### src/rtl/fpu_seq_pkg.sv
// Shared types and width helpers for the FPU request-buffer memory sequencer.
// Imported by the address walker and the sequencer top.
package fpu_seq_pkg;

    localparam int WORD_BYTES = 8;

    typedef enum logic {
        F_IDLE = 1'b0,
        F_RUN  = 1'b1
    } fill_state_t;

    typedef enum logic [1:0] {
        D_IDLE = 2'd0,
        D_READ = 2'd1,
        D_LAST = 2'd2,
        D_SEND = 2'd3
    } drain_state_t;

    function automatic int baddr_bits(input int depth);
        return $clog2(depth);
    endfunction

    // A single column still needs one address bit so the port never collapses to zero width.
    function automatic int caddr_bits(input int cols);
        return (cols > 1) ? $clog2(cols) : 1;
    endfunction

    function automatic int waddr_bits(input int cols);
        return caddr_bits(cols - 2);
    endfunction

endpackage

### src/rtl/fpu_addr_walker.sv
// Column/byte-address counter stepping one 64-bit word at a time.
// The byte address wraps at the end of a column and the column wraps at the end of the bank.
module fpu_addr_walker #(
    parameter int DEPTH = 512,
    parameter int COLS  = 10,
    parameter int ABITS = 9,
    parameter int CBITS = 4
) (
    input  logic             clk,
    input  logic             rst,
    input  logic             step,
    output logic [ABITS-1:0] addr,
    output logic [CBITS-1:0] col,
    output logic             last
);
    import fpu_seq_pkg::*;

    localparam logic [ABITS-1:0] ADDR_END  = ABITS'(DEPTH - WORD_BYTES);
    localparam logic [ABITS-1:0] ADDR_STEP = ABITS'(WORD_BYTES);
    localparam logic [CBITS-1:0] COL_END   = CBITS'(COLS - 1);

    logic [ABITS-1:0] addr_r;
    logic [CBITS-1:0] col_r;

    // Advance the word position on each step, wrapping byte address then column.
    always_ff @(posedge clk or posedge rst) begin
        if (rst) begin
            addr_r <= '0;
            col_r  <= '0;
        end else if (step) begin
            if (addr_r == ADDR_END) begin
                addr_r <= '0;
                col_r  <= (col_r == COL_END) ? '0 : col_r + CBITS'(1);
            end else begin
                addr_r <= addr_r + ADDR_STEP;
            end
        end
    end

    assign addr = addr_r;
    assign col  = col_r;
    assign last = (addr_r == ADDR_END) && (col_r == COL_END);

endmodule

### src/rtl/fpu_request_sequencer.sv
// Memory-side sequencer: fills the idle read bank from the memory read channel and
// drains the finished write bank byte by byte into packed 64-bit memory writes.
module fpu_request_sequencer
    import fpu_seq_pkg::*;
#(
    parameter  int BUFFER_DEPTH = 512,
    parameter  int COL_WIDTH    = 10,
    localparam int BADDR_BITS   = baddr_bits(BUFFER_DEPTH),
    localparam int CADDR_BITS   = caddr_bits(COL_WIDTH),
    localparam int WADDR_BITS   = waddr_bits(COL_WIDTH)
) (
    input  logic                             clk,
    input  logic                             rst,
    input  logic                             fill_start,
    input  logic                             drain_start,
    input  logic [63:0]                      mem_rdata,
    input  logic                             mem_rvalid,
    output logic                             mem_rready,
    output logic [63:0]                      mem_wdata,
    output logic                             mem_wvalid,
    input  logic                             mem_wready,
    output logic [BADDR_BITS+CADDR_BITS-1:0] request_write_address,
    output logic                             wr_en_rd_buffer,
    output logic                             rd_buffer_sel,
    output logic [BADDR_BITS+WADDR_BITS-1:0] request_read_address,
    input  logic [7:0]                       request_data_out,
    output logic                             wr_buffer_sel,
    output logic                             fill_busy,
    output logic                             drain_busy,
    output logic                             fill_done,
    output logic                             drain_done
);

    localparam int RADDR_BITS = BADDR_BITS + WADDR_BITS;

    fill_state_t                        fill_state_r;
    logic                               mem_rready_r;
    logic                               wr_en_r;
    logic [BADDR_BITS+CADDR_BITS-1:0]   wr_addr_r;
    logic                               rd_sel_r;
    logic                               fill_busy_r;
    logic                               fill_done_r;
    logic                               fill_last_r;

    drain_state_t                       drain_state_r;
    logic [2:0]                         byte_k_r;
    logic [RADDR_BITS-1:0]              rd_addr_r;
    logic [63:0]                        pack_r;
    logic                               mem_wvalid_r;
    logic                               wr_sel_r;
    logic                               drain_busy_r;
    logic                               drain_done_r;
    logic                               drain_last_r;

    logic                               fill_accept_s;
    logic [BADDR_BITS-1:0]              fill_addr_s;
    logic [CADDR_BITS-1:0]              fill_col_s;
    logic                               fill_walk_last_s;
    logic                               drain_step_s;
    logic [BADDR_BITS-1:0]              drain_addr_s;
    logic [WADDR_BITS-1:0]              drain_col_s;
    logic                               drain_walk_last_s;

    assign fill_accept_s = (fill_state_r == F_RUN) && mem_rready_r && mem_rvalid;
    assign drain_step_s  = (drain_state_r == D_READ) && (byte_k_r == 3'd7);

    fpu_addr_walker #(
        .DEPTH (BUFFER_DEPTH),
        .COLS  (COL_WIDTH),
        .ABITS (BADDR_BITS),
        .CBITS (CADDR_BITS)
    ) u_fill_walker (
        .clk  (clk),
        .rst  (rst),
        .step (fill_accept_s),
        .addr (fill_addr_s),
        .col  (fill_col_s),
        .last (fill_walk_last_s)
    );

    fpu_addr_walker #(
        .DEPTH (BUFFER_DEPTH),
        .COLS  (COL_WIDTH - 2),
        .ABITS (BADDR_BITS),
        .CBITS (WADDR_BITS)
    ) u_drain_walker (
        .clk  (clk),
        .rst  (rst),
        .step (drain_step_s),
        .addr (drain_addr_s),
        .col  (drain_col_s),
        .last (drain_walk_last_s)
    );

    // Fill engine: accept words, issue one bank write per word, flip the read bank when full.
    always_ff @(posedge clk or posedge rst) begin
        if (rst) begin
            fill_state_r <= F_IDLE;
            mem_rready_r <= 1'b0;
            wr_en_r      <= 1'b0;
            wr_addr_r    <= '0;
            rd_sel_r     <= 1'b0;
            fill_busy_r  <= 1'b0;
            fill_done_r  <= 1'b0;
            fill_last_r  <= 1'b0;
        end else begin
            wr_en_r     <= 1'b0;
            fill_done_r <= 1'b0;
            case (fill_state_r)
                F_IDLE: begin
                    if (fill_start) begin
                        fill_state_r <= F_RUN;
                        mem_rready_r <= 1'b1;
                        fill_busy_r  <= 1'b1;
                    end
                end
                F_RUN: begin
                    if (fill_last_r) begin
                        fill_state_r <= F_IDLE;
                        fill_busy_r  <= 1'b0;
                        fill_done_r  <= 1'b1;
                        rd_sel_r     <= ~rd_sel_r;
                        fill_last_r  <= 1'b0;
                    end else if (fill_accept_s) begin
                        wr_en_r   <= 1'b1;
                        wr_addr_r <= {fill_col_s, fill_addr_s};
                        // Stop accepting as soon as the final word is in hand.
                        if (fill_walk_last_s) begin
                            fill_last_r  <= 1'b1;
                            mem_rready_r <= 1'b0;
                        end
                    end
                end
                default: begin
                    fill_state_r <= F_IDLE;
                    mem_rready_r <= 1'b0;
                    fill_busy_r  <= 1'b0;
                end
            endcase
        end
    end

    // Drain engine: read 8 bytes, pack them little-endian, hold the word until accepted.
    always_ff @(posedge clk or posedge rst) begin
        if (rst) begin
            drain_state_r <= D_IDLE;
            byte_k_r      <= 3'd0;
            rd_addr_r     <= '0;
            pack_r        <= 64'd0;
            mem_wvalid_r  <= 1'b0;
            wr_sel_r      <= 1'b0;
            drain_busy_r  <= 1'b0;
            drain_done_r  <= 1'b0;
            drain_last_r  <= 1'b0;
        end else begin
            drain_done_r <= 1'b0;
            case (drain_state_r)
                D_IDLE: begin
                    if (drain_start) begin
                        drain_state_r <= D_READ;
                        wr_sel_r      <= ~wr_sel_r;
                        drain_busy_r  <= 1'b1;
                        byte_k_r      <= 3'd0;
                        rd_addr_r     <= {drain_col_s, drain_addr_s};
                    end
                end
                D_READ: begin
                    // Byte data lags its address by one cycle, so nothing arrives on lane 0's issue cycle.
                    if (byte_k_r != 3'd0) begin
                        pack_r <= {request_data_out, pack_r[63:8]};
                    end
                    if (byte_k_r == 3'd7) begin
                        drain_state_r <= D_LAST;
                        drain_last_r  <= drain_walk_last_s;
                    end else begin
                        byte_k_r  <= byte_k_r + 3'd1;
                        rd_addr_r <= {rd_addr_r[RADDR_BITS-1:3], byte_k_r + 3'd1};
                    end
                end
                D_LAST: begin
                    pack_r        <= {request_data_out, pack_r[63:8]};
                    mem_wvalid_r  <= 1'b1;
                    drain_state_r <= D_SEND;
                end
                D_SEND: begin
                    if (mem_wready) begin
                        mem_wvalid_r <= 1'b0;
                        if (drain_last_r) begin
                            drain_state_r <= D_IDLE;
                            drain_busy_r  <= 1'b0;
                            drain_done_r  <= 1'b1;
                            drain_last_r  <= 1'b0;
                        end else begin
                            drain_state_r <= D_READ;
                            byte_k_r      <= 3'd0;
                            rd_addr_r     <= {drain_col_s, drain_addr_s};
                        end
                    end
                end
                default: begin
                    drain_state_r <= D_IDLE;
                    mem_wvalid_r  <= 1'b0;
                    drain_busy_r  <= 1'b0;
                end
            endcase
        end
    end

    assign mem_rready            = mem_rready_r;
    assign mem_wdata             = pack_r;
    assign mem_wvalid            = mem_wvalid_r;
    assign request_write_address = wr_addr_r;
    assign wr_en_rd_buffer       = wr_en_r;
    assign rd_buffer_sel         = rd_sel_r;
    assign request_read_address  = rd_addr_r;
    assign wr_buffer_sel         = wr_sel_r;
    assign fill_busy             = fill_busy_r;
    assign drain_busy            = drain_busy_r;
    assign fill_done             = fill_done_r;
    assign drain_done            = drain_done_r;

endmodule

### config.mk
export PLATFORM = sky130hd
export DESIGN_NAME = fpu_request_sequencer
export DESIGN_NICKNAME = d
export VERILOG_FILES = /design/src/rtl/fpu_seq_pkg.sv /design/src/rtl/fpu_addr_walker.sv /design/src/rtl/fpu_request_sequencer.sv
export SDC_FILE = /design/constraint.sdc
export NUM_CORES = 1
export LEC_CHECK = 0
export BUFFER_PORTS_ARGS = -buffer_cell sky130_fd_sc_hd__buf_2
export CAP_MARGIN = 15
export CORE_MARGIN = 8
export CORE_UTILIZATION = 50
export DETAILED_ROUTE_END_ITERATION = 10
export GPL_TIMING_DRIVEN = 1
export PLACE_DENSITY = 0.77
export SYNTH_ARGS = -nofsm -noshare
export SYNTH_HDL_FRONTEND = slang
export SYNTH_SLANG_ARGS = --single-unit
### constraint.sdc
create_clock -name clk -period 5.2 [get_ports clk]
set_clock_uncertainty 0.15 [all_clocks]
set_input_delay 1.04 -clock clk [delete_from_list [all_inputs] [get_ports clk]]
set_output_delay 1.04 -clock clk [all_outputs]
set_load 0.02 [all_outputs]
# == After elaboration in Yosys (flattened, before gate mapping) ==
# Cells that the tools add are included.
# op_classes
n_div,0
n_reduce_logical,26
multipliers,0
shifts,0
n_lt_le_gt_ge,0
n_eq_ne,20
bitwise_logic,5
n_addsub,5
n_mux,50
# ops
op,n
$pmux 64 s2,1
$mux 64,1
$mux 12,3
$pmux 12 s3,1
$mux 1,24
$add 9x4->9 const B,2
$eq 9x9->1 const B,2
$mux 3,6
$mux 9,2
$ne 2x2->1 const B,7
$reduce_and 2->1,7
$pmux 1 s2,6
$ne 2x1->1 const B,5
$reduce_and 5->1,2
$pmux 3 s3,1
$reduce_and 3->1,3
$pmux 2 s4,1
$reduce_and 4->1,2
$reduce_bool 2->1,4
$add 3x1->3 const B,2
$eq 3x3->1 const B,2
$mux 2,3
$reduce_bool 3->1,2
$logic_and 1x1->1,5
other kinds (7),12
# word_totals
mem_bits_rw,0
register_bits,131
n_memories,0
out_inout_bits,98
word_cells,128
input_bits,78
romBits,0
latch_bits,0

# == Logic depth before layout (Yosys ltp) ==
# logic_depth
word_depth,6
ltp_mapped,8
mapped_depth_nobuf,6

# == By module ==
# Synthesis repeated with hierarchy kept, for this count alone.
# unflattened
hier_cells,387
area_unflattened_um2,5387.7
# by_module_without_submodules
mod,area_each_um2,cells_per_inst,n_inst,seq_area_each_um2
fpu_request_sequencer,4334.2,290,1,2652.5
fpu_addr_walker at u_fill_walker,538.0,53,1,250.2
fpu_addr_walker at u_drain_walker,515.5,44,1,225.2

# == Worst setup path before layout ==
# No wires, ideal clock.
# synth_timing
path_kind,input -> register
startpoint,in mem_rvalid
endpoint,"reg u_fill_walker.col_r[1], in the netlist u_fill_walker.col[1]"
path_buffers,0
path_slack_ps,3154
t_arrival_ps,1771
cell_stages,3
t_required_ps,4925
setup_ps,125
path_cell_list,nand3_2 > nor3_4 > mux2_2
# synth_via
elab_chain_cells,2
# synth_rtl
element,line,source
"start, declared",fpu_request_sequencer.sv:17,"input logic mem_rvalid,"
$logic_and 1x1->1,fpu_request_sequencer.sv:64,assign fill_accept_s = (fill_state_r == F_RUN) && mem_rready_r && mem_rvalid;
$reduce_and 2->1 (no line),--,
"end signal, assigned",fpu_addr_walker.sv:33,col_r <= (col_r == COL_END) ? '0 : col_r + CBITS'(1);
"end, declared",fpu_addr_walker.sv:23,logic [CBITS-1:0] col_r;
# Every way passes these cells.
# A chain may end at the register's enable or synchronous reset.

# == Worst setup path after layout ==
# layout_timing
startpoint,reg drain_state_r[1]
endpoint,"reg pack_r[23], in the netlist mem_wdata[23]"
# layout_via
elab_chain_cells,3
word_cells_on_any_way,6
classes_between,eq/ne: 3; mux: 1; reduce/logical: 2
# layout_rtl
element,line,source
"start, declared",fpu_request_sequencer.sv:45,drain_state_t drain_state_r;
"start signal, assigned",fpu_request_sequencer.sv:146,drain_state_r <= D_IDLE;
"start signal, assigned",fpu_request_sequencer.sv:160,drain_state_r <= D_READ;
"start signal, assigned",fpu_request_sequencer.sv:173,drain_state_r <= D_LAST;
$eq 2x1->1 / $eq 2x2->1 (equally long branches),fpu_request_sequencer.sv:157,case (drain_state_r)
$ne 2x1->1 (no line) / $reduce_bool 2->1 (equally long branches),--,
$reduce_and 2->1 (no line),--,
"end signal, assigned",fpu_request_sequencer.sv:170,"pack_r <= {request_data_out, pack_r[63:8]};"
"end signal, assigned",fpu_request_sequencer.sv:181,"pack_r <= {request_data_out, pack_r[63:8]};"
"end, declared",fpu_request_sequencer.sv:48,logic [63:0] pack_r;
# Several ways; a longest one is shown, not always the timed one.

==> results by stage <==
STA:
- The setup-violating endpoint count in the final report is 0.
- Dividing the final minimum period by the clock period gives 52.9%.
- For the finished layout, the period the worst path requires is ~2700 ps.
- The slew at the pin closest to its max-slew limit is 796 ps.
- The worst slew slack as a fraction of its limit is a little under half.
- Summed over all failing endpoints, the final setup total negative slack is 0 ps.
- Timing would allow up to 364 MHz.
- Setup repair after global routing left no endpoint under its margin.
- The hold slack is 313 ps.
- The number of slew-limit violations in the final report came to 0.
- The hold violation count in the final report is 0.

Worst setup path:
- The critical path goes through inv_1 > ha_1 > nand3b_1 > o21ai_4 > buf_4 > mux2_2.
- Of all nets on the critical path, the largest fanout is 64.
- The required time reported for the critical path endpoint is about 5400 ps.
- The worst register-to-register path ends at mem_wdata[23].
- The maximum single-stage delay on the critical path is 620 ps.
- The data arrival time of the critical path is 2990 ps.
- The highest-delay cell along the critical path is buf_4.
- By startpoint and endpoint, the worst setup path is classified as reg2reg.
- The critical path capture point type is a flip-flop.
- The worst register-to-register path has a setup slack of approximately 2500 ps.
- The worst setup path is launched from a flip-flop.
- In this run the critical register-to-register path is launched from drain_state_r[1].
- The length in cells of the worst reg-to-reg path is 6.

Clock tree:
- The clock reaches the later pin of the worst-skew pair after 510 ps.
- The tree built by TritonCTS fans out to 122 sinks.
- The clock transition at the register clock pins on the worst setup and hold paths after CTS is around 60 ps.
- In this run, post-CTS repair resized a total of 0 instances.
- Clock tree synthesis inserted a total of 17 buffers.
- The clock tree root driver cell is clkbuf_8.
- The clock tree synthesis step divided the H-tree into 4 levels.
- The number of buffers inserted by post-CTS setup repair is 0.
- The quantity of hold-fixing buffers added after cts is 0.
- In this run the deepest clock path goes through 2 buffers.
- The TritonCTS clock tree is yes.

Logic synthesis:
- The distinct cell type count after synthesis is 43.
- The synthesized-area fraction occupied by and/or/nand/nor cells is 9.96%.
- After Yosys synthesis, full adders, half adders and majority gates account for slightly below 3% of the synthesized area.
- The per-instance average area after synthesis is around 13 µm².
- The fraction of synthesis flops using an asynchronous set or reset pin is 100%.
- The top flip-flop cell by instance count after synthesis is dfrtp_1.
- The synthesized netlist devotes 5.31% of its cell area to compound gates.
- The sequential share of the synthesized area is 60.0%.
- Counting flops and latches in the post-synthesis netlist gives roughly 120.
- The Yosys warning count is 0.
- The synthesized design contains 0 enable-type register cells.
- The synthesized-area fraction occupied by xor and xnor cells is between 1.5 and 2%.
- Summing every instance area after synthesis gives 0.00509 mm².
- The synthesized instance count is 393.
- The dominant combinational cell family by area after synthesis is multiplexers.
- The mux cell area share after synthesis is 15.7%.

GRT:
- The number of antenna violations at the first check in global routing came to 0.
- For this run the aggregate overflow at the end of global routing stands at 0.
- The via count of the first global-routing pass was 3,320.
- Entering global routing, the biggest net connects 65 pins.
- The first global-routing pass estimated 16.9 mm of wire.
- For this run, the total global-route usage over all layers was measured as 16.1%.

Layout:
- 0 antenna diodes ended up in the layout.
- The most common cell after layout, fill and taps aside is dfrtp_1.
- The final layout net count is 598.
- The library cells used most frequently in the layout, excluding fill and tap cells, are dfrtp_1 (122), buf_2 (108), mux2_2 (64), nand2_1 (46), o21ai_0 (22).
- The post-route netlist has 40.7% of its cells at a drive strength greater than 1.
- The area growth from synthesis to layout is 24.3%.

Min path:
- For hold timing, the worst endpoint is rd_buffer_sel.
- Counting instances, the worst hold path has a depth of 1.
- The startpoint identified for the worst hold timing path is rd_buffer_sel.
- The min-delay analysis places its worst path in the category reg2reg.

Detailed routing:
- The number of vias in the routed layout is 3,251.
- The first-pass iteration count of the detailed router is 5.
- After detailed routing, the average wire length per cell comes to 15.7 µm.
- Once detail routing completed, the nets flagged for antenna violations numbered 0.
- The number of vias per cell after detailed routing is 4.95.
- The post-route DRC violation count is 0.
- After the first detailed-routing iteration, the DRC count stood at 193.
- The total length of routed wires is approximately 10 mm.

Power and ir drop:
- The areal power density over the cells is 722 mW/mm².
- The peak ir drop on the vdd network is 0.000441 V.
- The reported leakage power is between 3 and 4 nW.

Placed design:
- The HPWL after detailed placement is 7.12 mm.
- The quantity of I/O buffers inserted on ports is 108.
- The placer congestion estimate is 0.774.

Floorplan:
- The floorplan die height is approximately 120 µm.
- The core footprint is roughly 0.01 mm².
- The starting density of the core is about half.
- The die span in x is 117 µm.
- The number of top-level pins is 176.
- The die outline area is 0.0137 mm².
- The number of standard-cell rows in the floorplan is 37.

Outcome:
- The flow ran to the end, and the final reports show no timing, DRC or antenna violations.

Job:
- The max-capacitance violation count is 0.
## layer usage
metal | vias to the layer above | track usage, % | share of wire, %
met1 | 1588 | 19.2 | 43
met5 | - | 0 | 0
met2 | 78 | 26.0 | 51
li1 | 1574 | - | -
met4 | 0 | 6.57 | 1.0
met3 | 11 | 5.59 | 5.5
## state kept, by name (all words and copies together), names as in the netlist, 2 cells and up
name / flops
mem_wdata: 64
request_read_address: 12
request_write_address: 10
u_drain_walker.addr: 6
u_fill_walker.addr: 6
u_fill_walker.col: 4
byte_k_r: 3
u_drain_walker.col: 3
drain_state_r: 2
## cells in the mapped netlist, types with 2 or more instances
master / instances / area, µm²
mux2i_1: 2 / 20.0
buf_4: 5 / 37.5
mux2_1: 5 / 56.3
o22ai_1: 2 / 12.5
a21oi_1: 3 / 15.0
buf_2: 4 / 20.0
and2_1: 3 / 18.8
and3_1: 4 / 25.0
o21ai_0: 22 / 110
nand2b_1: 4 / 25.0
nand2_1: 46 / 173
clkbuf_1: 2 / 7.51
nor2_1: 13 / 48.8
mux2_2: 64 / 721
nand3b_1: 10 / 75.1
xnor2_1: 5 / 43.8
nand3_1: 3 / 15.0
o2bb2ai_1: 2 / 17.5
a31oi_1: 2 / 12.5
nor2b_1: 2 / 12.5
buf_6: 6 / 67.6
ha_1: 12 / 150
inv_1: 21 / 78.8
nand4_1: 5 / 31.3
xor2_1: 6 / 52.6
dfrtp_1: 122 / 3050
nand4bb_1: 2 / 22.5
## final cells by class
cell class                      instances  area (µm²)
Sequential cell                       122        3050
Multi-Input combinational cell        235        1830
Fill cell                             807        3760
Clock buffer                           22         463
Clock inverter                         10         165
Timing Repair Buffer                  111         563
Inverter                               21        81.3
Tap cell                              136         170
## per-stage QoR
step                      setup WS (ps)  total power [mW]  std cells  util [%]  area (µm²)
after floorplan                     767              2.91        395         -        5100
after global placement             2530              3.29        625      56.5        5700
after detailed placement           2470              3.38        625      56.5        5700
after CTS                          2420              4.63        657      62.7        6330
after global routing               2250              4.83        657      62.7        6330
final                              2450              4.57        657      62.7        6330
## cell families after synthesis
| family | after synthesis |
|---|---|
| flops | 122 |
| compound gates | 40 |
| buf+inv | 38 |
| simple gates | 98 |
| other cells | 1 |
| fa+ha+maj | 12 |
| xor+xnor | 11 |
| mux | 71 |
## worst max path at each step
| stage | endpoint | slack, ps | startpoint |
|---|---|---|---|
| 2_1_floorplan | byte_k_r[0] | 770 | rst |
| 3_3_place_gp | mem_wdata[49] | 2530 | drain_state_r[1] |
| 3_5_place_dp | mem_wdata[23] | 2470 | drain_state_r[1] |
| 4_1_cts | mem_wdata[23] | 2420 | drain_state_r[1] |
| 5_1_grt | mem_wdata[23] | 2250 | drain_state_r[1] |
| 6_report | mem_wdata[23] | 2450 | drain_state_r[1] |
## where the power goes
part / switching [mW] / internal, mW / total [mW]
Combinational: 1.00 / 0.793 / 1.79
Clock: 0.406 / 0.817 / 1.22
Sequential: 0.244 / 1.31 / 1.55
Total: 1.65 / 2.92 / 4.57
## critical path: cells and delay by family, from the launching register on
family / cells / cell delay, ps
fa+ha+maj: 1 / 540
compound gates: 1 / 90
buf+inv: 2 / 750
mux: 1 / 430
simple gates: 1 / 210
flops: 1 / 410
(Power assumes the default switching activity.)
